### src/rtl/alu_load_sequencer_if.sv
// Bus bundle between the ALU load sequencer, the board I/O and the ALU register bank.
// master: the sequencer (drives load enables and the captured result/status).
// slave : the environment (button, clear, ALU result/flags) that observes the sequencer.
interface alu_load_sequencer_if #(
    parameter int WIDTH = 4
);
    logic             btn;
    logic             clear;
    logic [WIDTH-1:0] alu_result;
    logic [3:0]       alu_flags;
    logic             en_a;
    logic             en_b;
    logic             en_ctrl;
    logic [WIDTH-1:0] result;
    logic [3:0]       flags;
    logic [2:0]       state;
    logic             busy;
    logic             done;

    modport master (
        input  btn, clear, alu_result, alu_flags,
        output en_a, en_b, en_ctrl, result, flags, state, busy, done
    );

    modport slave (
        output btn, clear, alu_result, alu_flags,
        input  en_a, en_b, en_ctrl, result, flags, state, busy, done
    );
endinterface

### src/rtl/alu_load_sequencer.sv
// alu_load_sequencer
// Button-driven FSM that loads ALU operand A, operand B and the control register
// in turn (one-cycle enable pulses), waits EXEC_CYCLES for the ALU to settle,
// then captures result/flags and holds them for display.
// Optional feature macro: ALU_SEQ_DEBOUNCE_EN -- when defined, the synchronized
// button passes through a DEBOUNCE_CYCLES stable-sample debouncer before edge detect.
module alu_load_sequencer #(
    parameter int WIDTH           = 4,
    parameter int EXEC_CYCLES     = 2,
    parameter int DEBOUNCE_CYCLES = 16
) (
    input  logic                  clock,
    input  logic                  reset,
    alu_load_sequencer_if.master  bus
);

    // Wide enough to hold EXEC_CYCLES-1.
    localparam int CNT_W = (EXEC_CYCLES > 2) ? $clog2(EXEC_CYCLES) : 1;

    typedef enum logic [2:0] {
        LOAD_A    = 3'd0,
        LOAD_B    = 3'd1,
        LOAD_CTRL = 3'd2,
        EXEC      = 3'd3,
        SHOW      = 3'd4
    } state_t;

    state_t             state_r;
    state_t             state_nxt_s;
    logic [CNT_W-1:0]   cnt_r;
    logic [CNT_W-1:0]   cnt_nxt_s;
    logic               en_a_r;
    logic               en_b_r;
    logic               en_ctrl_r;
    logic               en_a_nxt_s;
    logic               en_b_nxt_s;
    logic               en_ctrl_nxt_s;
    logic               capture_s;
    logic [WIDTH-1:0]   result_r;
    logic [3:0]         flags_r;
    logic               busy_r;
    logic               done_r;

    logic               btn_meta_r;
    logic               btn_sync_r;
    logic               btn_level_s;
    logic               btn_prev_r;
    logic               press_s;

    // Two-flop synchronizer; resets high so a button held through reset is not a press.
    always_ff @(posedge clock) begin
        if (!reset) begin
            btn_meta_r <= 1'b1;
            btn_sync_r <= 1'b1;
        end else begin
            btn_meta_r <= bus.btn;
            btn_sync_r <= btn_meta_r;
        end
    end

`ifdef ALU_SEQ_DEBOUNCE_EN
    localparam int DB_W = $clog2(DEBOUNCE_CYCLES + 1);

    logic [DB_W-1:0] db_cnt_r;
    logic            btn_clean_r;

    // Debouncer: accept a new level only after it has been stable for DEBOUNCE_CYCLES samples.
    always_ff @(posedge clock) begin
        if (!reset) begin
            btn_clean_r <= 1'b1;
            db_cnt_r    <= '0;
        end else if (btn_sync_r == btn_clean_r) begin
            db_cnt_r    <= '0;
        end else if (db_cnt_r == DB_W'(DEBOUNCE_CYCLES - 1)) begin
            btn_clean_r <= btn_sync_r;
            db_cnt_r    <= '0;
        end else begin
            db_cnt_r    <= db_cnt_r + DB_W'(1);
        end
    end

    assign btn_level_s = btn_clean_r;
`else
    assign btn_level_s = btn_sync_r;
`endif

    // Previous button level for rising-edge detection; high after reset.
    always_ff @(posedge clock) begin
        if (!reset) begin
            btn_prev_r <= 1'b1;
        end else begin
            btn_prev_r <= btn_level_s;
        end
    end

    assign press_s = btn_level_s & ~btn_prev_r;

    // Next-state and next-output logic; clear overrides everything including a press.
    always_comb begin
        state_nxt_s   = state_r;
        cnt_nxt_s     = cnt_r;
        en_a_nxt_s    = 1'b0;
        en_b_nxt_s    = 1'b0;
        en_ctrl_nxt_s = 1'b0;
        capture_s     = 1'b0;
        if (bus.clear) begin
            state_nxt_s = LOAD_A;
            cnt_nxt_s   = '0;
        end else begin
            case (state_r)
                LOAD_A: begin
                    if (press_s) begin
                        en_a_nxt_s  = 1'b1;
                        state_nxt_s = LOAD_B;
                    end else begin
                        state_nxt_s = LOAD_A;
                    end
                end
                LOAD_B: begin
                    if (press_s) begin
                        en_b_nxt_s  = 1'b1;
                        state_nxt_s = LOAD_CTRL;
                    end else begin
                        state_nxt_s = LOAD_B;
                    end
                end
                LOAD_CTRL: begin
                    if (press_s) begin
                        en_ctrl_nxt_s = 1'b1;
                        state_nxt_s   = EXEC;
                        cnt_nxt_s     = CNT_W'(EXEC_CYCLES - 1);
                    end else begin
                        state_nxt_s   = LOAD_CTRL;
                    end
                end
                EXEC: begin
                    // Button is ignored while the ALU settles.
                    if (cnt_r == '0) begin
                        capture_s   = 1'b1;
                        state_nxt_s = SHOW;
                    end else begin
                        cnt_nxt_s   = cnt_r - CNT_W'(1);
                    end
                end
                SHOW: begin
                    if (press_s) begin
                        state_nxt_s = LOAD_A;
                    end else begin
                        state_nxt_s = SHOW;
                    end
                end
                default: begin
                    state_nxt_s = LOAD_A;
                    cnt_nxt_s   = '0;
                end
            endcase
        end
    end

    // State, enables, status and captured result registers.
    always_ff @(posedge clock) begin
        if (!reset) begin
            state_r   <= LOAD_A;
            cnt_r     <= '0;
            en_a_r    <= 1'b0;
            en_b_r    <= 1'b0;
            en_ctrl_r <= 1'b0;
            result_r  <= '0;
            flags_r   <= 4'b0000;
            busy_r    <= 1'b0;
            done_r    <= 1'b0;
        end else begin
            state_r   <= state_nxt_s;
            cnt_r     <= cnt_nxt_s;
            en_a_r    <= en_a_nxt_s;
            en_b_r    <= en_b_nxt_s;
            en_ctrl_r <= en_ctrl_nxt_s;
            busy_r    <= (state_nxt_s == EXEC);
            done_r    <= (state_nxt_s == SHOW);
            if (capture_s) begin
                result_r <= bus.alu_result;
                flags_r  <= bus.alu_flags;
            end
        end
    end

    assign bus.en_a    = en_a_r;
    assign bus.en_b    = en_b_r;
    assign bus.en_ctrl = en_ctrl_r;
    assign bus.result  = result_r;
    assign bus.flags   = flags_r;
    assign bus.state   = state_r;
    assign bus.busy    = busy_r;
    assign bus.done    = done_r;

endmodule

### src/flat_wrapper.sv
// flat-port wrapper written by rule: the top's interface ports become plain ports
module alu_load_sequencer_flat 
#(
    parameter int WIDTH           = 4,
    parameter int EXEC_CYCLES     = 2,
    parameter int DEBOUNCE_CYCLES = 16
)
  (clock, reset, bus_btn, bus_clear, bus_alu_result, bus_alu_flags, bus_en_a, bus_en_b, bus_en_ctrl, bus_result, bus_flags, bus_state, bus_busy, bus_done);
  alu_load_sequencer_if #(.WIDTH(WIDTH)) bus_i ();
  input  logic clock;
  input  logic reset;
  input wire logic [$bits(bus_i.btn)-1:0] bus_btn;
  input wire logic [$bits(bus_i.clear)-1:0] bus_clear;
  input wire logic [$bits(bus_i.alu_result)-1:0] bus_alu_result;
  input wire logic [$bits(bus_i.alu_flags)-1:0] bus_alu_flags;
  output wire logic [$bits(bus_i.en_a)-1:0] bus_en_a;
  output wire logic [$bits(bus_i.en_b)-1:0] bus_en_b;
  output wire logic [$bits(bus_i.en_ctrl)-1:0] bus_en_ctrl;
  output wire logic [$bits(bus_i.result)-1:0] bus_result;
  output wire logic [$bits(bus_i.flags)-1:0] bus_flags;
  output wire logic [$bits(bus_i.state)-1:0] bus_state;
  output wire logic [$bits(bus_i.busy)-1:0] bus_busy;
  output wire logic [$bits(bus_i.done)-1:0] bus_done;
  assign bus_i.btn = bus_btn;
  assign bus_i.clear = bus_clear;
  assign bus_i.alu_result = bus_alu_result;
  assign bus_i.alu_flags = bus_alu_flags;
  assign bus_en_a = bus_i.en_a;
  assign bus_en_b = bus_i.en_b;
  assign bus_en_ctrl = bus_i.en_ctrl;
  assign bus_result = bus_i.result;
  assign bus_flags = bus_i.flags;
  assign bus_state = bus_i.state;
  assign bus_busy = bus_i.busy;
  assign bus_done = bus_i.done;
  alu_load_sequencer #(.WIDTH(WIDTH), .EXEC_CYCLES(EXEC_CYCLES), .DEBOUNCE_CYCLES(DEBOUNCE_CYCLES)) u_core (.clock(clock), .reset(reset), .bus(bus_i));
endmodule
### config.mk
export PLATFORM = sky130hd
export DESIGN_NAME = alu_load_sequencer_flat
export DESIGN_NICKNAME = d
export VERILOG_FILES = /design/src/rtl/alu_load_sequencer_if.sv /design/src/rtl/alu_load_sequencer.sv /design/src/flat_wrapper.sv
export SDC_FILE = /design/constraint.sdc
export NUM_CORES = 1
export LEC_CHECK = 0
export BUFFER_PORTS_ARGS = -buffer_cell sky130_fd_sc_hd__buf_4
export CAP_MARGIN = 20
export CORE_MARGIN = 4
export CORE_UTILIZATION = 28
export CTS_BUF_LIST = sky130_fd_sc_hd__clkbuf_8
export DETAILED_ROUTE_END_ITERATION = 8
export HOLD_SLACK_MARGIN = 0.1
export RECOVER_POWER = 100
export SYNTH_ARGS = -nofsm -noshare
export SYNTH_HDL_FRONTEND = slang
export SYNTH_SLANG_ARGS = --single-unit
### constraint.sdc
create_clock -name clock -period 1.7 [get_ports clock]
set_input_delay 0.425 -clock clock [delete_from_list [all_inputs] [get_ports clock]]
set_output_delay 0.425 -clock clock [all_outputs]
set_load 0.01 [all_outputs]
==> metrics <==
wire per inst=11.1 µm; Ports=28; register area share after synthesis=about 52%; layout cells sized above 1=a little under a fifth; count of cell types in the netlist=25; RSZ-0062 raised after global routing=false; CP max stage delay=around 560 ps; cell leakage power=around 0.35 nW; Area contributors post-synth=dfxtp_1, mux2i_1, nand2_1, nand2b_1, nor4bb_1; max-slew violations=0; Synth Cell Area=768 µm²; # diodes=0; critical path arrival=1030 ps; Clk network pwr share=about two fifths; clk slew on worst S/H paths=roughly 70 ps; largest area contributor in the netlist=dfxtp_1; Tightest Pin Transition=between 400 and 500 ps; syn avg cell area=approximately 10 µm²; outcome=finished, final reports clean; flops & latches, synth=20; Vias=between 500 and 600; drt total wl=~1500 µm; maximum vdd drop=415 µV; highest net fanout along the worst path=10; Max Cap Viol=0; initial antenna violation count=0; sequential power share=54.0%; clock sinks=20; Die W=roughly 60 µm; clk_skew=between 3 and 4 ps; Fin Hold WS=about 340 ps; clk buf depth=2; CP bufs+invs=1; Starting Density=a little under a third; GRT Total Usage=under 10%; drt pass-1 iters=4; WP data required=between 1000 and 1500 ps; minimum clock period=between 1000 and 1500 ps; number of remaining DRC errors=0; most common cell after layout, fill and taps aside=dfxtp_1; TritonCTS clock tree=yes; Post-DP HPWL=about 1100 µm; PnR Total Power=between 0.0008 and 0.0009 W; post-route ant nets=0; Layout Area Growth over Synthesis=28.2%; placer congestion estimate=0.693; Synthesis Warnings=0; Crit Path Class=flip-flop to output pin; Slowest-stage cell, CP=dfxtp_1; Crit. Startpoint=u_core.bus.state[1]$_SDFF_PN0_; TritonCTS buffer count=3; Die Area=approximately 0.0036 mm²; vias in the first global route=564; Final Instance Area=985 µm²; register-to-register setup slack=approximately 280 ps; Remaining Overflow, GRT=0; pin count of the biggest net entering global routing=21; R2R cell count=3; Critical Path Sink=bus_state[1]; Placed Area=roughly 990 µm²; Root Buffer=clkbuf_8; Top Family by Delay on Critical Path=flip-flops; max frequency=686 MHz; later-pin clock latency in the skew report=roughly 260 ps; Comb pwr share=under 10%; fin crit share=85.7%; Via-to-Cell Ratio=roughly 4.4; CP endpoint kind=output pin; Slew HR=roughly 67%; Final setup viols=0; Syn Inst Count=77; top cell type's share of synthesized area=between 50% and 60%; Hold Crit Class=primary input to flip-flop; commonest cells after routing, fill and taps aside=dfxtp_1, nand2_1, clkbuf_1; Critical Path Stages=1; crit-path cells=clkbuf_1; P_int=roughly 0.00070 W; CTS H-tree lvls=1; row count=18; Worst R2R Start=u_core.bus.state[1]$_SDFF_PN0_; switching fraction of total power=20.1%; number of port buffers=27; first-pass GRT wire length=about 2400 µm; core area=approximately 0.0025 mm²; final hold vios=0; R2R Path End=u_core.bus.flags[2]$_SDFFE_PN0P_; height of the die=~60 µm; 1st-iter DRT viols=15; hold buffer count at CTS=0; TNS Setup=0 ps; Psw=around 0.00018 W; startpoint types=flip-flop; Post-CTS Setup Bufs=0; nets@finish=roughly 120; PD cells=between 800 and 900 mW/mm²; CTS resizes=0; Mapped Nets=89
## synthesized netlist by cell type (all sizes together)
cell type and n:
nor2 4, or2 1, nor4 1, nand2 17, dfxtp 20, buf 3, nor3b 1, nor3 2
a21oi 2, a21boi 1, mux2i 8, nor2b 1, nor4bb 2, maj3 1, a2bb2oi 1, o22ai 1
o211ai 1, nand2b 8, or3b 1, inv 1
## metal layers
layer	track usage, %	wire length (µm)
met1	11.2	718
met2	12.3	533
met3	4.68	194
met4	8.54	52
met5	0	0
## through the flow
step                std cells  setup WS (ps)  util [%]
CTS                       135            245      41.2
detailed placement        131            265      39.0
finish                    135            243      38.7
global route              135            116      38.7
floorplan                  77            433         -
global placement          131            325      39.0
## final cells by class
type	instances	area [µm²]
clock buffer	4	55.1
fill	266	1560
inverter	1	3.75
multi-input combinational	53	345
sequential	20	400
tap	30	37.5
timing repair buffer	27	143
## worst min-delay path by stage
stage                            startpoint                       endpoint  slack [ps]  cells past startpoint
5_1_grt                             bus_btn   u_core.btn_meta_r$_SDFF_PN1_         330                      2
4_1_cts                             bus_btn   u_core.btn_meta_r$_SDFF_PN1_         340                      2
3_5_place_dp   u_core.btn_meta_r$_SDFF_PN1_  u_core.btn_level_s$_SDFF_PN1_         400                      1
6_report                            bus_btn   u_core.btn_meta_r$_SDFF_PN1_         340                      2
2_1_floorplan  u_core.btn_meta_r$_SDFF_PN1_  u_core.btn_level_s$_SDFF_PN1_         390                      1
3_3_place_gp   u_core.btn_meta_r$_SDFF_PN1_  u_core.btn_level_s$_SDFF_PN1_         390                      1
## kinds of logic (layout without fill, tap and decap cells)
group	Yosys count	in the layout	share of synthesized area (%)
multiplexers	8	8	10.4
buffers and inverters	4	32	2.60
AO/OA/AOI/OAI	6	6	5.21
AND/OR/NAND/NOR	38	38	28.3
adder cells (fa/ha/maj)	1	1	1.30
flip-flops	20	20	52.1
## power by group through the flow
stage,sequential [W],clock (W),combinational [W]
after floorplan,0.000484,0,0.0000190
after global placement,0.000484,0,0.0000425
after detailed placement,0.000485,0,0.0000427
after CTS,0.000473,0.000379,0.0000427
after global routing,0.000474,0.000392,0.0000455
final,0.000474,0.000362,0.0000414
## registers in the layout, summed over array words and instances (netlist names)
name / flops
u_core.bus.busy: 1
u_core.btn_level_s: 1
u_core.cnt_r: 1
u_core.bus.en_a: 1
u_core.bus.en_b: 1
u_core.btn_prev_r: 1
u_core.bus.flags: 4
u_core.bus.done: 1
u_core.bus.en_ctrl: 1
u_core.bus.state: 3
u_core.btn_meta_r: 1
u_core.bus.result: 4
Power figures use the tool's default switching activity.
